==> src/rtl/hazard_pkg.sv <==
// Shared types and constants for the MIPS pipeline hazard controller.
package hazard_pkg;

  typedef enum logic [1:0] {
    RUN    = 2'd0,
    STALL1 = 2'd1,
    STALL2 = 2'd2
  } state_t;

  // Number of front-end hold cycles a hazard needs, evaluated in RUN.
  typedef enum logic [1:0] {
    N_NONE = 2'd0,
    N_ONE  = 2'd1,
    N_TWO  = 2'd2
  } stall_n_t;

  localparam logic [4:0] REG_ZERO = 5'd0;

  localparam logic [5:0] OP_RTYPE = 6'h00;
  localparam logic [5:0] OP_BEQ   = 6'h04;
  localparam logic [5:0] OP_BNE   = 6'h05;
  localparam logic [5:0] OP_J     = 6'h02;
  localparam logic [5:0] OP_JAL   = 6'h03;
  localparam logic [5:0] OP_LW    = 6'h23;
  localparam logic [5:0] OP_SW    = 6'h2b;
  localparam logic [5:0] FUNCT_JR = 6'h08;

endpackage

==> src/rtl/hazard_ctrl_if.sv <==
// ID/EX/MEM hazard inputs and stall/flush/forward outputs of hazard_ctrl.
interface hazard_ctrl_if #(
  parameter int REG_AW = 5,
  parameter int CNT_W  = 32
);
  logic [REG_AW-1:0] Rs_D;
  logic [REG_AW-1:0] Rt_D;
  logic              UsesRt_D;
  logic              Branch_D;
  logic              Jump_D;
  logic              Jr_D;
  logic              BranchTaken_D;
  logic              RegWrite_E;
  logic              MemtoReg_E;
  logic [REG_AW-1:0] WriteReg_E;
  logic              RegWrite_M;
  logic              MemtoReg_M;
  logic [REG_AW-1:0] WriteReg_M;
  logic              Stall_F;
  logic              Stall_D;
  logic              Flush_D;
  logic              Flush_E;
  logic              FwdA_D;
  logic              FwdB_D;
  logic [CNT_W-1:0]  StallCycles;
  logic [CNT_W-1:0]  FlushCount;

  modport master (
    output Rs_D, Rt_D, UsesRt_D, Branch_D, Jump_D, Jr_D, BranchTaken_D,
           RegWrite_E, MemtoReg_E, WriteReg_E, RegWrite_M, MemtoReg_M, WriteReg_M,
    input  Stall_F, Stall_D, Flush_D, Flush_E, FwdA_D, FwdB_D, StallCycles, FlushCount
  );

  modport slave (
    input  Rs_D, Rt_D, UsesRt_D, Branch_D, Jump_D, Jr_D, BranchTaken_D,
           RegWrite_E, MemtoReg_E, WriteReg_E, RegWrite_M, MemtoReg_M, WriteReg_M,
    output Stall_F, Stall_D, Flush_D, Flush_E, FwdA_D, FwdB_D, StallCycles, FlushCount
  );
endinterface

==> src/rtl/hazard_ctrl_detect.sv <==
// Combinational hazard detection: required stall count and MEM-to-ID forward selects.
module hazard_detect
  import hazard_pkg::*;
#(
  parameter int REG_AW = 5
) (
  input  logic [REG_AW-1:0] rs,
  input  logic [REG_AW-1:0] rt,
  input  logic              uses_rt,
  input  logic              branch,
  input  logic              jump,
  input  logic              jr,
  input  logic              regwrite_e,
  input  logic              memtoreg_e,
  input  logic [REG_AW-1:0] writereg_e,
  input  logic              regwrite_m,
  input  logic              memtoreg_m,
  input  logic [REG_AW-1:0] writereg_m,
  output stall_n_t          need,
  output logic              fwd_a,
  output logic              fwd_b
);

  function automatic logic reg_match(input logic [REG_AW-1:0] r, input logic [REG_AW-1:0] w);
    return (r == w) && (r != REG_AW'(REG_ZERO));
  endfunction

  logic bj;
  logic rs_read;
  logic hit_e;
  logic hit_m;

  // Only j/jal leave rs unread; every other ID instruction reads it.
  assign bj      = branch | jr;
  assign rs_read = ~(jump & ~jr);
  assign hit_e   = (rs_read & reg_match(rs, writereg_e)) | (uses_rt & reg_match(rt, writereg_e));
  assign hit_m   = (rs_read & reg_match(rs, writereg_m)) | (uses_rt & reg_match(rt, writereg_m));

  always_comb begin
    need = N_NONE;
    if (bj & memtoreg_e & hit_e)
      need = N_TWO;
    else if ((~bj & memtoreg_e & hit_e) |
             (bj & regwrite_e & ~memtoreg_e & hit_e) |
             (bj & memtoreg_m & hit_m))
      need = N_ONE;
  end

  assign fwd_a = regwrite_m & ~memtoreg_m & reg_match(rs, writereg_m);
  assign fwd_b = regwrite_m & ~memtoreg_m & reg_match(rt, writereg_m);

endmodule

==> src/rtl/hazard_ctrl.sv <==
// Pipeline hazard controller top: stall FSM, flush generation and optional
// performance counters (enabled with HAZARD_PERF_EN).
module hazard_ctrl
  import hazard_pkg::*;
#(
  parameter int REG_AW = 5,
  parameter int CNT_W  = 32
) (
  input  logic        CLOCK,
  input  logic        RESET,
  hazard_ctrl_if.slave bus
);

  stall_n_t need;
  state_t   state;
  state_t   state_nxt;
  logic     stall;
  logic     flush_d;

  hazard_detect #(.REG_AW(REG_AW)) u_detect (
    .rs         (bus.Rs_D),
    .rt         (bus.Rt_D),
    .uses_rt    (bus.UsesRt_D),
    .branch     (bus.Branch_D),
    .jump       (bus.Jump_D),
    .jr         (bus.Jr_D),
    .regwrite_e (bus.RegWrite_E),
    .memtoreg_e (bus.MemtoReg_E),
    .writereg_e (bus.WriteReg_E),
    .regwrite_m (bus.RegWrite_M),
    .memtoreg_m (bus.MemtoReg_M),
    .writereg_m (bus.WriteReg_M),
    .need       (need),
    .fwd_a      (bus.FwdA_D),
    .fwd_b      (bus.FwdB_D)
  );

  always_ff @(posedge CLOCK) begin
    if (RESET) state <= RUN;
    else       state <= state_nxt;
  end

  // STALL1 ignores the hazard inputs; STALL2 is never entered but decodes like STALL1.
  always_comb begin
    state_nxt = RUN;
    case (state)
      RUN:     state_nxt = (need == N_TWO) ? STALL1 : RUN;
      default: state_nxt = RUN;
    endcase
  end

  // Stall outranks flush: a taken branch or jump flushes only once the stall is over.
  always_comb begin
    stall   = 1'b0;
    flush_d = 1'b0;
    if (!RESET) begin
      if (state != RUN || need != N_NONE)
        stall = 1'b1;
      else
        flush_d = (bus.Branch_D & bus.BranchTaken_D) | bus.Jump_D;
    end
  end

  assign bus.Stall_F = stall;
  assign bus.Stall_D = stall;
  assign bus.Flush_E = stall;
  assign bus.Flush_D = flush_d;

`ifdef HAZARD_PERF_EN
  logic [CNT_W-1:0] stall_cnt;
  logic [CNT_W-1:0] flush_cnt;

  always_ff @(posedge CLOCK) begin
    if (RESET) begin
      stall_cnt <= '0;
      flush_cnt <= '0;
    end else begin
      if (stall)   stall_cnt <= stall_cnt + CNT_W'(1);
      if (flush_d) flush_cnt <= flush_cnt + CNT_W'(1);
    end
  end

  assign bus.StallCycles = stall_cnt;
  assign bus.FlushCount  = flush_cnt;
`else
  assign bus.StallCycles = CNT_W'(0);
  assign bus.FlushCount  = CNT_W'(0);
`endif

endmodule

==> src/flat_wrapper.sv <==
// flat-port wrapper written by rule: the top's interface ports become plain ports
module hazard_ctrl_flat import hazard_pkg::*;
#(
  parameter int REG_AW = 5,
  parameter int CNT_W  = 32
)
  (CLOCK, RESET, bus_Rs_D, bus_Rt_D, bus_UsesRt_D, bus_Branch_D, bus_Jump_D, bus_Jr_D, bus_BranchTaken_D, bus_RegWrite_E, bus_MemtoReg_E, bus_WriteReg_E, bus_RegWrite_M, bus_MemtoReg_M, bus_WriteReg_M, bus_Stall_F, bus_Stall_D, bus_Flush_D, bus_Flush_E, bus_FwdA_D, bus_FwdB_D, bus_StallCycles, bus_FlushCount);
  hazard_ctrl_if #(.REG_AW(REG_AW), .CNT_W(CNT_W)) bus_i ();
  input  logic CLOCK;
  input  logic RESET;
  input wire logic [$bits(bus_i.Rs_D)-1:0] bus_Rs_D;
  input wire logic [$bits(bus_i.Rt_D)-1:0] bus_Rt_D;
  input wire logic [$bits(bus_i.UsesRt_D)-1:0] bus_UsesRt_D;
  input wire logic [$bits(bus_i.Branch_D)-1:0] bus_Branch_D;
  input wire logic [$bits(bus_i.Jump_D)-1:0] bus_Jump_D;
  input wire logic [$bits(bus_i.Jr_D)-1:0] bus_Jr_D;
  input wire logic [$bits(bus_i.BranchTaken_D)-1:0] bus_BranchTaken_D;
  input wire logic [$bits(bus_i.RegWrite_E)-1:0] bus_RegWrite_E;
  input wire logic [$bits(bus_i.MemtoReg_E)-1:0] bus_MemtoReg_E;
  input wire logic [$bits(bus_i.WriteReg_E)-1:0] bus_WriteReg_E;
  input wire logic [$bits(bus_i.RegWrite_M)-1:0] bus_RegWrite_M;
  input wire logic [$bits(bus_i.MemtoReg_M)-1:0] bus_MemtoReg_M;
  input wire logic [$bits(bus_i.WriteReg_M)-1:0] bus_WriteReg_M;
  output wire logic [$bits(bus_i.Stall_F)-1:0] bus_Stall_F;
  output wire logic [$bits(bus_i.Stall_D)-1:0] bus_Stall_D;
  output wire logic [$bits(bus_i.Flush_D)-1:0] bus_Flush_D;
  output wire logic [$bits(bus_i.Flush_E)-1:0] bus_Flush_E;
  output wire logic [$bits(bus_i.FwdA_D)-1:0] bus_FwdA_D;
  output wire logic [$bits(bus_i.FwdB_D)-1:0] bus_FwdB_D;
  output wire logic [$bits(bus_i.StallCycles)-1:0] bus_StallCycles;
  output wire logic [$bits(bus_i.FlushCount)-1:0] bus_FlushCount;
  assign bus_i.Rs_D = bus_Rs_D;
  assign bus_i.Rt_D = bus_Rt_D;
  assign bus_i.UsesRt_D = bus_UsesRt_D;
  assign bus_i.Branch_D = bus_Branch_D;
  assign bus_i.Jump_D = bus_Jump_D;
  assign bus_i.Jr_D = bus_Jr_D;
  assign bus_i.BranchTaken_D = bus_BranchTaken_D;
  assign bus_i.RegWrite_E = bus_RegWrite_E;
  assign bus_i.MemtoReg_E = bus_MemtoReg_E;
  assign bus_i.WriteReg_E = bus_WriteReg_E;
  assign bus_i.RegWrite_M = bus_RegWrite_M;
  assign bus_i.MemtoReg_M = bus_MemtoReg_M;
  assign bus_i.WriteReg_M = bus_WriteReg_M;
  assign bus_Stall_F = bus_i.Stall_F;
  assign bus_Stall_D = bus_i.Stall_D;
  assign bus_Flush_D = bus_i.Flush_D;
  assign bus_Flush_E = bus_i.Flush_E;
  assign bus_FwdA_D = bus_i.FwdA_D;
  assign bus_FwdB_D = bus_i.FwdB_D;
  assign bus_StallCycles = bus_i.StallCycles;
  assign bus_FlushCount = bus_i.FlushCount;
  hazard_ctrl #(.REG_AW(REG_AW), .CNT_W(CNT_W)) u_core (.CLOCK(CLOCK), .RESET(RESET), .bus(bus_i));
endmodule
==> config.mk <==
export PLATFORM = sky130hd
export DESIGN_NAME = hazard_ctrl_flat
export DESIGN_NICKNAME = d
export VERILOG_FILES = /design/src/rtl/hazard_pkg.sv /design/src/rtl/hazard_ctrl_if.sv /design/src/rtl/hazard_ctrl_detect.sv /design/src/rtl/hazard_ctrl.sv /design/src/flat_wrapper.sv
export SDC_FILE = /design/constraint.sdc
export NUM_CORES = 1
export LEC_CHECK = 0
export CAP_MARGIN = 20
export CORE_MARGIN = 3
export CORE_UTILIZATION = 25
export DETAILED_ROUTE_END_ITERATION = 10
export PLACE_DENSITY = 0.77
export SETUP_SLACK_MARGIN = 0.5
export SYNTH_ARGS = -nofsm -noshare
export SYNTH_HDL_FRONTEND = slang
export SYNTH_SLANG_ARGS = --single-unit
==> constraint.sdc <==
create_clock -name CLOCK -period 1.6 [get_ports CLOCK]
set_clock_uncertainty 0.05 [all_clocks]
set_input_delay 0.16 -clock CLOCK [delete_from_list [all_inputs] [get_ports CLOCK]]
set_output_delay 0.16 -clock CLOCK [all_outputs]
set_load 0.02 [all_outputs]
; ---- Word level (Yosys, flattened, before mapping)
; Index checks and enable logic that the tools add are counted.
[totals]
memories = 0
wordCells = 54
register_bits = 2
out_inout_bits = 70
latchBits = 0
in_bits = 31
mem_bits_rw = 0
rom_bits = 0
[classes]
n_eq_ne = 5
multipliers = 0
reduce_logical = 11
n_div = 0
n_mux = 7
add_sub_neg = 0
bitwise_logic = 30
n_lt_le_gt_ge = 0
shifts = 0
[op_table]
columns = operator, n
row1 = $eq A5 B5 Y1, 4
row2 = $and A1 B1 Y1, 18
row3 = $reduce_bool A5 Y1, 2
row4 = $mux W1, 6
row5 = $not A1 Y1, 6
row6 = $or A1 B1 Y1, 6
row7 = $logic_and A1 B1 Y1, 4
row8 = $reduce_bool A2 Y1, 2
row9 = $eq A2 B2 Y1 const B, 1
row10 = $logic_not A2 Y1, 1
row11 = $mux W2, 1
row12 = $reduce_or A2 Y1, 1
row13 = $logic_or A1 B1 Y1, 1

; ---- Logic depth before layout (Yosys ltp)
; Gate-level depths: netlist of run 1.
[depth]
ltp_word = 14
ltp_mapped = 6
mapped_depth_nobuf = 5

; ---- Hierarchy
; A second synthesis of run 1 with hierarchy kept.
[unflattened]
cells_unflattened = 119
hier_area_um2 = 895.9
[by_module_without_submodules]
columns = module, cells_per_inst, area_each_um2, n_inst, seq_area_each_um2
row1 = hazard_ctrl, 75, 561.8, 1, 20.0
row2 = hazard_detect, 44, 334.1, 1, 0.0

; ---- Worst setup path after synthesis of run 1
; Ideal clock, no wire load.
[synth_timing]
kind = input -> output
start = input port bus_Rs_D[3]
end = output port bus_Stall_D
path_buffers = 1
stages = 6
required_ns = 1.390
setup_slack_ns = -0.252
arrival_time_ns = 1.642
path_cell_list = or4_4 > o211ai_2 > o22ai_1 > and3_4 > o31a_1 > buf_4
[synth_between]
elab_chain_cells = 13
word_cells_on_any_way = 21
classes_between = eq/ne: 2 / mux: 4 / bitwise: 10 / reduce/logical: 5
[synth_lines]
columns = item, line
row1 = start: declaration, flat_wrapper.sv:11  ; input wire logic [$bits(bus_i.Rs_D)-1:0] bus_Rs_D;
row2 = $eq A5 B5 Y1 / $reduce_bool A5 Y1 (equally long branches), hazard_ctrl_detect.sv:25  ; return (r == w) && (r != REG_AW'(REG_ZERO));
row3 = $logic_and A1 B1 Y1, hazard_ctrl_detect.sv:25
row4 = $and A1 B1 Y1, hazard_ctrl_detect.sv:36  ; assign hit_e = (rs_read & reg_match(rs, writereg_e)) | (uses_rt & reg_match(rt, writereg_e));
row5 = $or A1 B1 Y1, hazard_ctrl_detect.sv:36
row6 = "$and A1 B1 Y1, on equally long branches", "hazard_ctrl_detect.sv:43, hazard_ctrl_detect.sv:44"
row7 = $or A1 B1 Y1, hazard_ctrl_detect.sv:43  ; else if ((~bj & memtoreg_e & hit_e) |
row8 = $or A1 B1 Y1, hazard_ctrl_detect.sv:44  ; (bj & regwrite_e & ~memtoreg_e & hit_e) |
row9 = $mux W1, hazard_ctrl_detect.sv:43
row10 = $mux W2 *, hazard_ctrl_detect.sv:41  ; if (bj & memtoreg_e & hit_e)
row11 = $reduce_bool A2 Y1 *, hazard_ctrl.sv:57  ; if (state != RUN || need != N_NONE)
row12 = $logic_or A1 B1 Y1 *, hazard_ctrl.sv:57
row13 = $mux W1 *, hazard_ctrl.sv:57
row14 = $mux W1 *, hazard_ctrl.sv:56  ; if (!RESET) begin
row15 = end: declaration, flat_wrapper.sv:25  ; output wire logic [$bits(bus_i.Stall_D)-1:0] bus_Stall_D;
; Mark *: on every way between the ends. The rest lies on a longest branch, timed or not.

; ---- Worst setup path after layout of run 1
[layout_timing]
start = input port bus_Rt_D[1]
end = output port bus_Flush_D
[layout_between]
elab_chain_cells = 13
word_cells_on_any_way = 21
classes_between = eq/ne: 2 / mux: 4 / bitwise: 10 / reduce/logical: 5
[layout_lines]
columns = item, line
row1 = start: declaration, flat_wrapper.sv:12  ; input wire logic [$bits(bus_i.Rt_D)-1:0] bus_Rt_D;
row2 = $eq A5 B5 Y1 / $reduce_bool A5 Y1 (equally long branches), hazard_ctrl_detect.sv:25
row3 = $logic_and A1 B1 Y1, hazard_ctrl_detect.sv:25
row4 = $and A1 B1 Y1, hazard_ctrl_detect.sv:36
row5 = $or A1 B1 Y1, hazard_ctrl_detect.sv:36
row6 = "$and A1 B1 Y1, on equally long branches", "hazard_ctrl_detect.sv:43, hazard_ctrl_detect.sv:44"
row7 = $or A1 B1 Y1, hazard_ctrl_detect.sv:43
row8 = $or A1 B1 Y1, hazard_ctrl_detect.sv:44
row9 = $mux W1, hazard_ctrl_detect.sv:43
row10 = $mux W2 *, hazard_ctrl_detect.sv:41
row11 = $reduce_bool A2 Y1 *, hazard_ctrl.sv:57
row12 = $logic_or A1 B1 Y1 *, hazard_ctrl.sv:57
row13 = $mux W1 *, hazard_ctrl.sv:57
row14 = $mux W1 *, hazard_ctrl.sv:56
row15 = end: declaration, flat_wrapper.sv:26  ; output wire logic [$bits(bus_i.Flush_D)-1:0] bus_Flush_D;
; Marked as above.

==> results of run 1 <==
## routing by layer
layer / part of all wire / up-vias / global-route usage
li1: - / 364 / -
met1: 0.30 / 338 / 0.0731
met2: 0.57 / 55 / 0.157
met3: 0.12 / 0 / 0.00510
met4: 0 / 0 / 0
met5: 0 / - / 0
## final cells by class
| cell class | count | share of cell area |
|---|---|---|
| inverter | 1 | 0.00288 |
| sequential | 1 | 0.0154 |
| tap | 46 | 0.0442 |
| timing repair buffer | 55 | 0.376 |
| multi-input combinational | 113 | 0.562 |
## worst max path at each step
stage,slack [ps],to,start
2_1_floorplan,-250,bus_Stall_D,bus_Rs_D[3]
3_3_place_gp,-1120,bus_Flush_D,bus_Rs_D[4]
3_5_place_dp,-1160,bus_Flush_D,bus_Rt_D[2]
4_1_cts,-400,bus_Stall_D,bus_Rt_D[1]
5_1_grt,-420,bus_Flush_D,bus_Branch_D
6_report,-360,bus_Flush_D,bus_Rt_D[1]
## report_power, final
group	internal, mW	switching, mW
Combinational	0.151	0.237
Clock	0	0
Sequential	0.0257	0.000146
## cells in the final DEF (no fill, tap or decap), types with 4 or more instances in the layout
cell type        instances
conb_1                  64
buf_4                   20
xnor2_1                 15
clkdlybuf4s50_1         10
dlygate4sd2_1            9
buf_6                    8
nand4_1                  4
## logic make-up after synthesis
kind of cell / share of synthesized area
AND/OR/NAND/NOR: 0.153
flip-flops: 0.0220
buffers and inverters: 0.550
other: 0.00413
AO/OA/AOI/OAI: 0.0785
XOR/XNOR: 0.193
## metrics by stage
| stage | setup WS, ps | hold slack [ps] | TNS (ps) | power [mW] |
|---|---|---|---|---|
| global placement | -1120 | 598 | -5650 | 0.374 |
| floorplan | -252 | 250 | -790 | 0.362 |
| detailed placement | -1160 | 606 | -5840 | 0.378 |
| finish | -359 | 623 | -1430 | 0.415 |
| global route | -422 | 656 | -1680 | 0.442 |
| CTS | -403 | 618 | -1610 | 0.393 |
## critical path: cells and delay by family
| kind | cells | cell delay [ps] |
|---|---|---|
| compound gates | 1 | 230 |
| buf+inv | 3 | 380 |
| simple gates | 4 | 980 |
## timing repair
action / in CTS / in global routing
setup endpoints to repair: 7 / 7
pin swaps: 9 / 11
setup buffers: 4 / 2
resized for setup: 90 / 15
==> reports/metrics.csv, run 1 <==
metric;value;unit
status;finished, violations left;
violations;negative setup slack;
fillers;352;
die_y;66.3;um
endpoint_kind;output port;
yosysWarnings;0;
grt_max_degree;5;
antennaDiodeCount;0;
synth.distinct_cells;23;
final_antenna_net_count;0;
totalWireLength;2000;um
num_rows;21;
gr-total-overflow;0;
slowest_delay;570;ps
reg2reg_from;u_core.state[0];
rsz0062_at_grt;true;
place_inst;210;
crit_path_cell_trace;buf_6, or4_4, nor2_4, nor4_2, o21ba_4, buf_6, nor4b_4, buf_4;
r2r_slack;760;ps
drive_gt1_frac;0.294;
path_clk_slew;0;ps
crit_fanout;2;
synthArstFlopShare;0;
fmax;510;MHz
crit_arrival;1750;ps
critical_path.reg2reg.endpoint;u_core.state[0];
wl_per_cell;9.24;um
synthFlopType;dfxtp_1;
grt_pass1_wl;2530;um
path_class;primary input to output port;
syn_area;908;um2
min_path_cells;3;
top_register;u_core.state;
cp_slowest_cell;or4_4;
finalSetupViolCount;5;
synthCells;118;
seq_area;20.0;um2
cpMostUsedCell;buf_6;
stdcell_count;216;
worst-endpoint-required;1390;ps
drv_cap;0;
finalWorstSetupSlack;-359;ps
irDropWorstVdd;0.150;mV
synth_area_leaders;buf_4, xnor2_1, nand4_1;
antenna_found_initial;0;
drtIter0Drc;0;
hpwl;1720;um
hp-start;u_core.state[0];
synth_edf_count;0;
start_util;0.266;
multi_input_area;731;um2
port_buffers;36;
hold_path_end;u_core.state[0];
nets;203;
netlist.area_leader.share;0.545;
p_leak;0.639;nW
drc;0;
die_x;66.3;um
dieArea;0.00439;mm2
pin_count;101;
largest_register_ff_count;1;
fin_util;0.381;
hold_path.class;flip-flop to flip-flop;
drtPass1Iterations;1;
top_regs;u_core.state x1;
hold_viol_final;0;
yosysTopAreaCell;buf_4;
reg2regPathDepth;3;
fin_area;0.00130;mm2
viasPerCell;3.50;
power.density;319;mW/mm2
synth_area_per_cell;7.70;um2
cp-start-kind;primary input;
grt_usage;0.0710;
synth_commonest_cells;buf_4, xnor2_1, nand4_1, nor2_1, nor3_1;
synth-seq-cells;1;
grt_pass1_vias;635;
post-synth-top-count-cell;buf_4;
core_area;0.00342;mm2
period_share;1.22;
area_growth_syn_to_layout;43.3;%
vias;757;
gp_routability_congestion;0.829;
finalCriticalPeriod;1960;ps
seq_area_frac_synth;0.0220;
hold_buffers;0;
clk-insertion-delay-late;0;ps
placed_cell_area;0.00116;mm2
maxSlewViolCount;0;
Power figures use the tool's default switching activity.
==> run 2, diff against run 1 <==
CELL_PAD_IN_SITES_DETAIL_PLACEMENT = 1   (was default)
CELL_PAD_IN_SITES_GLOBAL_PLACEMENT = 1   (was default)
CORE_UTILIZATION = 16   (was 25)
PLACE_DENSITY = default   (was 0.77)
PLACE_DENSITY_LB_ADDON = 0.1   (was default)
==> reports/metrics.csv, run 2 (synthesis gave the netlist of run 1 again) <==
metric;value;unit;change
hpwl;2390;um;+39%
power.density;312;mW/mm2;-2.0%
busiest_layer;met2;;
crit_arrival;1740;ps;about the same
grt_pass1_vias;775;;+22%
vias;777;;+2.6%
final_common_cell;conb_1;;
grt.met3_usage;0.00776;;+0.00266
pin_count;101;;unchanged
crit_fanout;3;;+1
port_buffers;36;;unchanged
fmax;513;MHz;+0.54%
irDropWorstVdd;0.0863;mV;-43%
period_share;1.22;;-0.00652
finalSetupViolCount;5;;unchanged
die_x;81.3;um;+23%
hold_viol_final;0;;unchanged
fin_util;0.258;;-0.123
slowest_delay;560;ps;about the same
drv_cap;0;;unchanged
start_util;0.171;;-0.0946
drtIter0Drc;7;;+7
place_inst;241;;+15%
worst-endpoint-required;1390;ps;about the same
antennaDiodeCount;0;;unchanged
status;finished, violations left;;
hold_path.class;flip-flop to flip-flop;;
rsz0062_at_grt;true;;
endpoint_kind;output port;;
cp-start-kind;primary input;;
maxSlewViolCount;0;;unchanged
gp_routability_congestion;0.689;;-17%
violations;negative setup slack;;
drc;0;;unchanged
path_clk_slew;0;ps;unchanged
layout_common_cells;conb_1, buf_4, dlygate4sd2_1;;
viasPerCell;3.20;;-8.8%
path_class;primary input to output port;;
clk-insertion-delay-late;0;ps;unchanged
drtPass1Iterations;2;;+1
wl_per_cell;10.9;um;+18%
top_register;u_core.state;;
final_antenna_net_count;0;;unchanged
die_y;81.3;um;+23%
num_rows;26;;+24%
dieArea;0.00662;mm2;+51%
p_leak;0.680;nW;+6.4%
use_met1;0.0782;;+0.00504
core_area;0.00530;mm2;+55%
area_growth_syn_to_layout;50.7;%;
largest_register_ff_count;1;;unchanged
finalCriticalPeriod;1950;ps;-10.4 ps
grt_usage;0.0726;;+0.00164
grtUsageMet2;0.156;;-0.00184
fillers;659;;+87%
fin_area;0.00137;mm2;+5.2%
gr-total-overflow;0;;unchanged
antenna_found_initial;0;;unchanged
placed_cell_area;0.00125;mm2;+7.1%
stdcell_count;243;;+13%
tns;-1390;ps;+48.7 ps
grt_max_degree;5;;unchanged
drive_gt1_frac;0.329;;+0.0354
cp_slowest_cell;or4_4;;
grt_pass1_wl;3870;um;+53%
crit_path_cell_trace;buf_6, or4_4, o211ai_2, o22ai_1, and3_4, o31a_1, buf_6;;
totalWireLength;2650;um;+33%
top_regs;u_core.state x1;;
finalWorstSetupSlack;-349;ps;+10.4 ps
cpMostUsedCell;buf_6;;
nets;206;;+1.5%
==> run 2: power breakdown <==
group	internal, mW	switching [mW]	total [mW]	leakage (nW)
clock network	0	0	0	0
logic	0.157	0.244	0.401	0.672
registers	0.0257	0.000147	0.0259	0.00806
total	0.183	0.244	0.427	0.680
==> run 2: through the flow <==
| step | setup slack (ps) | hold WS (ps) | total power, mW |
|---|---|---|---|
| global route | -398 | 681 | 0.458 |
| finish | -349 | 621 | 0.427 |
| global placement | -1120 | 608 | 0.396 |
| floorplan | -252 | 250 | 0.362 |
| detailed placement | -1150 | 621 | 0.398 |
| CTS | -393 | 631 | 0.411 |
==> run 2: layout make-up <==
| cell class | instances | area (um2) | area share |
|---|---|---|---|
| sequential | 1 | 20.0 | 0.0146 |
| inverter | 1 | 3.75 | 0.00274 |
| tap | 70 | 87.6 | 0.0640 |
| multi-input combinational | 113 | 754 | 0.551 |
| timing repair buffer | 58 | 503 | 0.367 |
==> run 2: per-layer routing <==
layer / share of wire / vias up
met5: 0 / -
met4: 0 / 0
met3: 0.11 / 0
met2: 0.59 / 53
met1: 0.30 / 355
li1: - / 369
==> run 2: final timing paths <==
kind | start | to | slack [ps] | cells past startpoint
setup reg to reg | u_core.state[0] | u_core.state[0] | 770 | 3
setup / recovery | bus_Rt_D[4] | bus_Stall_F | -350 | 7
hold / removal | u_core.state[0] | u_core.state[0] | 620 | 3
hold reg to reg | u_core.state[0] | u_core.state[0] | 620 | 3
==> run 2: what timing repair did <==
action,4_1_cts,5_1_grt
pin swaps,16,5
hold buffers,0,0
setup buffers,2,0
endpoints found under the setup margin,7,7
gates resized for setup,99,8
==> run 2: critical path, delay by kind of cell <==
| family | cells | cell delay [ps] |
|---|---|---|
| buf+inv | 2 | 240 |
| compound gates | 3 | 580 |
| simple gates | 2 | 750 |
==> RTL change 1: new RTL, settings of run 1 <==
The option `HAZARD_PERF_EN` is turned on by a define.
--- a/src/rtl/hazard_ctrl.sv
+++ b/src/rtl/hazard_ctrl.sv
@@ -1,5 +1,7 @@
 // Pipeline hazard controller top: stall FSM, flush generation and optional
 // performance counters (enabled with HAZARD_PERF_EN).
+`define HAZARD_PERF_EN
+
 module hazard_ctrl
   import hazard_pkg::*;
 #(
Behaviour: not the same (a bounded check fails within 4 cycles, from zero or initial values and one cycle with RESET high).
==> RTL change 1 against run 1 <==
- largest power group is now the clock network
- the flow still finishes with violations (setup timing)
- power grew to 10 times the old value
- design area grew to 5.9 times the old value
- fmax is 7.7% lower
- wire length grew to 7.1 times the old value
- critical endpoint is now u_core.bus.StallCycles[12]$_SDFFE_PP0P_
- setup slack worse by 0.16 ns
- sequential cell count is 64 higher
- synthesized area grew to 3.9 times the old value
- register-to-register slack worse by 1.2 ns
==> RTL change 1: results (changes against run 1) <==
layout cell share with drive strength beyond 1=64.6% (+35 points); top post-synthesis cells by area=dfxtp_1, xor2_1, xnor2_1; clock latency on the worst-skew pair=0.34 ns (+0.34 ns); crit-path max FO=7 (+5); worst slew margin relative to its limit=71.7%; number of cells upsized or downsized after cts=660 (+630%); number of distinct library cell variants in the gate-level netlist after synthesis=47 (+100%); Total Routing Usage GR=17.6% (+11 points); post-detailed-routing wire length=14.1 mm (+610%); leakage component of the power=0.00299 uW (+370%); worst-case setup margin in the final layout=-0.522 ns (-0.163 ns); clock tree buffer depth=2; nets in the synthesized netlist=436; Yosys Warn Count=0 (unchanged); global-route met2 utilization=31.6% (+16 points); final estimated routing congestion in global placement=0.879 (+6.0%); largest net degree at the start of global routing=40 (+35); Synth async-reset ratio=0% (unchanged); routing usage on met1=20.1% (+13 points); H-tree levels=3; number of antenna violations at the first check in global routing=0 (unchanged); VDD IR-drop max=0.555 mV (+270%); net switching fraction of the power=24.4% (-33 points); hold-fix buffer count after cts=0 (unchanged); status=complete, but fails checks; post-CTS repair timing setup buffer count=27 (+23); Tightest Hold Check Type=in2reg; HPWL reported at the end of detailed placement=9.08 mm (+430%); TritonCTS Buffers=9; highest layer used for signal routing=met4; sequential fraction of the synthesis area=36.4% (+34 points); number of setup violations in the final report=68 (+63); commonest cells in the synthesized netlist=dfxtp_1, nor2_1, xor2_1; data arrival time at the worst-slack endpoint=2.29 ns (+0.54 ns); Post-Place Worst Slack=-1.32 ns (-0.159 ns); via count=4026 (+430%); DR iter-0 viols=185 (+185); kind of cell adding the most delay to the critical path=simple AND/OR/NAND/NOR gates; vias in the first global route=4385 (+590%); violations in the final reports=setup timing; detailed route wirelength on metal2=7.73 mm (+570%); global-route track usage on met3=4.91% (+4.4 points); final-stage net count=692 (+240%); sum of negative setup slack=-26.36 ns (-24.92 ns); clock root buffer=clkbuf_16; clock slew at the register clock pins of the worst setup and hold paths=0.05 ns (+0.05 ns); routed metal-1 wirelength=5.53 mm (+820%); wire length on met3=619 um (+150%); 1st-pass router iterations=4 (+3); number of port buffers=100 (+180%); slowest cell delay on critical path=0.57 ns (about the same); global-route wire length before repair=22.5 mm (+790%)
## RTL change 1: per-stage QoR
| stage | utilization, % | std cells | instance area (sq um) |
|---|---|---|---|
| after floorplan | - | 403 | 3950 |
| after CTS | 51.8 | 826 | 7220 |
| after detailed placement | 42.9 | 781 | 5970 |
| final | 54.8 | 844 | 7630 |
| after global placement | 42.9 | 781 | 5970 |
| after global routing | 54.8 | 844 | 7630 |
## RTL change 1: kinds of logic after synthesis
kind of cell	after synthesis	synth area share (%)
flip-flops	65	36.4
AO/OA/AOI/OAI	50	12.8
multiplexers	1	0.280
buffers and inverters	30	3.99
adder cells (fa/ha/maj)	2	0.700
XOR/XNOR	75	18.4
AND/OR/NAND/NOR	180	27.5
## RTL change 1: power by group through the flow
stage	Clock [uW]	Combinational, uW	Sequential, uW
2_1_floorplan	0	193	1660
3_3_place_gp	0	437	1640
3_5_place_dp	0	446	1640
4_1_cts	2130	554	1610
5_1_grt	2220	638	1610
6_report	2100	606	1610
## RTL change 1: final cells by class
type / count / area [sq um]
repair buffers: 266 / 2830
clock buffers: 12 / 268
flip-flops and latches: 65 / 1430
fillers: 1137 / 6300
inverters: 9 / 33.8
well taps: 180 / 225
multi-input cells: 308 / 2800
clock inverters: 4 / 47.5
## RTL change 1: worst paths after layout
kind	depth (start not counted)	to	slack (ns)	startpoint
max	12	u_core.bus.StallCycles[12]$_SDFFE_PP0P_	-0.52	bus_Rt_D[3]
min	3	u_core.bus.StallCycles[29]$_SDFFE_PP0P_	0.17	RESET
max reg2reg	7	u_core.bus.StallCycles[26]$_SDFFE_PP0P_	-0.43	u_core.bus.StallCycles[11]$_SDFFE_PP0P_
min reg2reg	2	u_core.bus.FlushCount[31]$_SDFFE_PP0P_	0.45	u_core.bus.FlushCount[31]$_SDFFE_PP0P_
==> RTL change 2: new RTL, config.mk and constraints of run 1 <==
Without the edit above. `CNT_W` is set to 32 in 3 places; all go to 48.
--- a/src/rtl/hazard_ctrl_if.sv
+++ b/src/rtl/hazard_ctrl_if.sv
@@ -1,7 +1,7 @@
 // ID/EX/MEM hazard inputs and stall/flush/forward outputs of hazard_ctrl.
 interface hazard_ctrl_if #(
   parameter int REG_AW = 5,
-  parameter int CNT_W  = 32
+  parameter int CNT_W  = 48
 );
   logic [REG_AW-1:0] Rs_D;
   logic [REG_AW-1:0] Rt_D;
--- a/src/rtl/hazard_ctrl.sv
+++ b/src/rtl/hazard_ctrl.sv
@@ -4,7 +4,7 @@
   import hazard_pkg::*;
 #(
   parameter int REG_AW = 5,
-  parameter int CNT_W  = 32
+  parameter int CNT_W  = 48
 ) (
   input  logic        CLOCK,
   input  logic        RESET,
--- a/src/flat_wrapper.sv
+++ b/src/flat_wrapper.sv
@@ -2,7 +2,7 @@
 module hazard_ctrl_flat import hazard_pkg::*;
 #(
   parameter int REG_AW = 5,
-  parameter int CNT_W  = 32
+  parameter int CNT_W  = 48
 )
   (CLOCK, RESET, bus_Rs_D, bus_Rt_D, bus_UsesRt_D, bus_Branch_D, bus_Jump_D, bus_Jr_D, bus_BranchTaken_D, bus_RegWrite_E, bus_MemtoReg_E, bus_WriteReg_E, bus_RegWrite_M, bus_MemtoReg_M, bus_WriteReg_M, bus_Stall_F, bus_Stall_D, bus_Flush_D, bus_Flush_E, bus_FwdA_D, bus_FwdB_D, bus_StallCycles, bus_FlushCount);
   hazard_ctrl_if #(.REG_AW(REG_AW), .CNT_W(CNT_W)) bus_i ();
Interface: changed (resized bus_FlushCount and bus_StallCycles); port bits go from 101 to 133. No check against the original RTL was run, so the function may have changed too.
==> RTL change 2 against run 1 <==
- the flow still finishes with violations (setup timing)
- wire length rose by 21%
- sequential power barely moved
- design area rose by 4.9%
- synthesized cell count rose by 27%
- sequential cell count did not move
- via count rose by 11%
- synthesized area rose by 26%
- cell count rose by 17%
- setup slack got worse by 0.064 ns
- power rose by 14%
- utilization fell by 7.0 points
- fmax fell by 3.2%
==> RTL change 2: results (changes against run 1) <==
vias in the first global route=695 (+9.4%); Total Routing Usage GR=7.15% (+0.048 points); HPWL reported at the end of detailed placement=2.27 mm (+32%); placed instance area=0.00132 sq mm (+14%); number of filler instances in the final layout=484 (+38%); final estimated routing congestion in global placement=0.801 (-3.5%); slowest cell delay on critical path=0.54 ns (-0.03 ns); 1st-pass router iterations=3 (+2); hold path cells=3 (unchanged); sum of negative setup slack=-1.63 ns (-0.192 ns); capture instance of the worst register-to-register path=u_core.state[0]$_SDFF_PP0_; number of antenna violations at the first check in global routing=0 (unchanged); Tightest Hold Check Type=reg2reg; largest net degree at the start of global routing=5 (unchanged); violations in the final reports=setup timing; Hold WS=0.624 ns (+0.000693 ns); crit-path max FO=3 (+1); final-stage net count=233 (+15%); post-CTS repair timing setup buffer count=0 (-4); multi-input logic area=816 sq um (+12%); via count=841 (+11%); commonest cells in the synthesized netlist=buf_4, xnor2_1, nand4_1; Yosys Warn Count=0 (unchanged); kind of cell adding the most delay to the critical path=simple AND/OR/NAND/NOR gates; number of antenna diodes=0 (unchanged); post-detailed-routing wire length=2.42 mm (+21%); Critical path destination=bus_Flush_E; leakage component of the power=0.000729 uW (+14%); data arrival time at the worst-slack endpoint=1.81 ns (+0.06 ns); top post-synthesis cells by area=buf_4, xnor2_1, nand4_1; endpoint with the worst hold slack=u_core.state[0]$_SDFF_PP0_; clock slew at the register clock pins of the worst setup and hold paths=0 ns (unchanged); Post-Place Worst Slack=-1.20 ns (-0.0415 ns); startpoint of the most critical register-to-register path=u_core.state[0]$_SDFF_PP0_; global-route wire length before repair=3.10 mm (+22%); number of setup violations in the final report=4 (-1); VDD IR-drop max=0.112 mV (-26%); sequential fraction of the synthesis area=1.74% (-0.46 points); layout cell share with drive strength beyond 1=23.0% (-6.4 points); worst-case setup margin in the final layout=-0.423 ns (-0.0644 ns); status=complete, but fails checks; DR iter-0 viols=6 (+6)
RTL change 2: tightest hold or removal path, stage by stage (launching register included):
cell	delay [ns]
dfxtp_1	0.31
nor2_1	0.06
buf_4	0.12
o2111a_1	0.11
RTL change 2: what timing repair did:
| item | in CTS | in global routing |
|---|---|---|
| gates resized for setup | 85 | 8 |
| gates cloned | 0 | 0 |
| setup endpoints to repair | 7 | 7 |
| hold buffers | 0 | 0 |
| pin swaps | 13 | 4 |
RTL change 2: layer usage:
metal  GRT usage, %  part of all wire (%)  vias up
met4           1.21                   1.0        0
met3          0.958                    17        2
met1           7.19                    28      361
met2           15.2                    54       85
met5              0                     0        -
li1               -                     -      393
RTL change 2: logic make-up after synthesis:
family | count (synthesis) | synth area share, %
XOR/XNOR | 20 | 15.3
flip-flops | 1 | 1.74
AND/OR/NAND/NOR | 21 | 12.1
AO/OA/AOI/OAI | 8 | 6.21
buffers and inverters | 99 | 64.4
other | 1 | 0.326
RTL change 2: report_power, final:
| group | internal [uW] | leakage [uW] | total (uW) | switching, uW |
|---|---|---|---|---|
| Combinational | 144 | 0.000721 | 445 | 301 |
| Clock | 0 | 0 | 0 | 0 |
| Sequential | 25.7 | 0.00000806 | 25.8 | 0.138 |
| Total | 170 | 0.000729 | 471 | 301 |
RTL change 2: cell type report:
type / count / area share (%)
Inverter: 1 / 0.275
Multi-Input combinational cell: 145 / 59.8
Sequential cell: 1 / 1.47
Tap cell: 52 / 4.77
Timing Repair Buffer: 53 / 33.7
RTL change 2: stage by stage:
step,power (uW),instances
floorplan,487,245
detailed placement,461,252
global route,506,252
CTS,463,252
global placement,453,252
finish,471,252
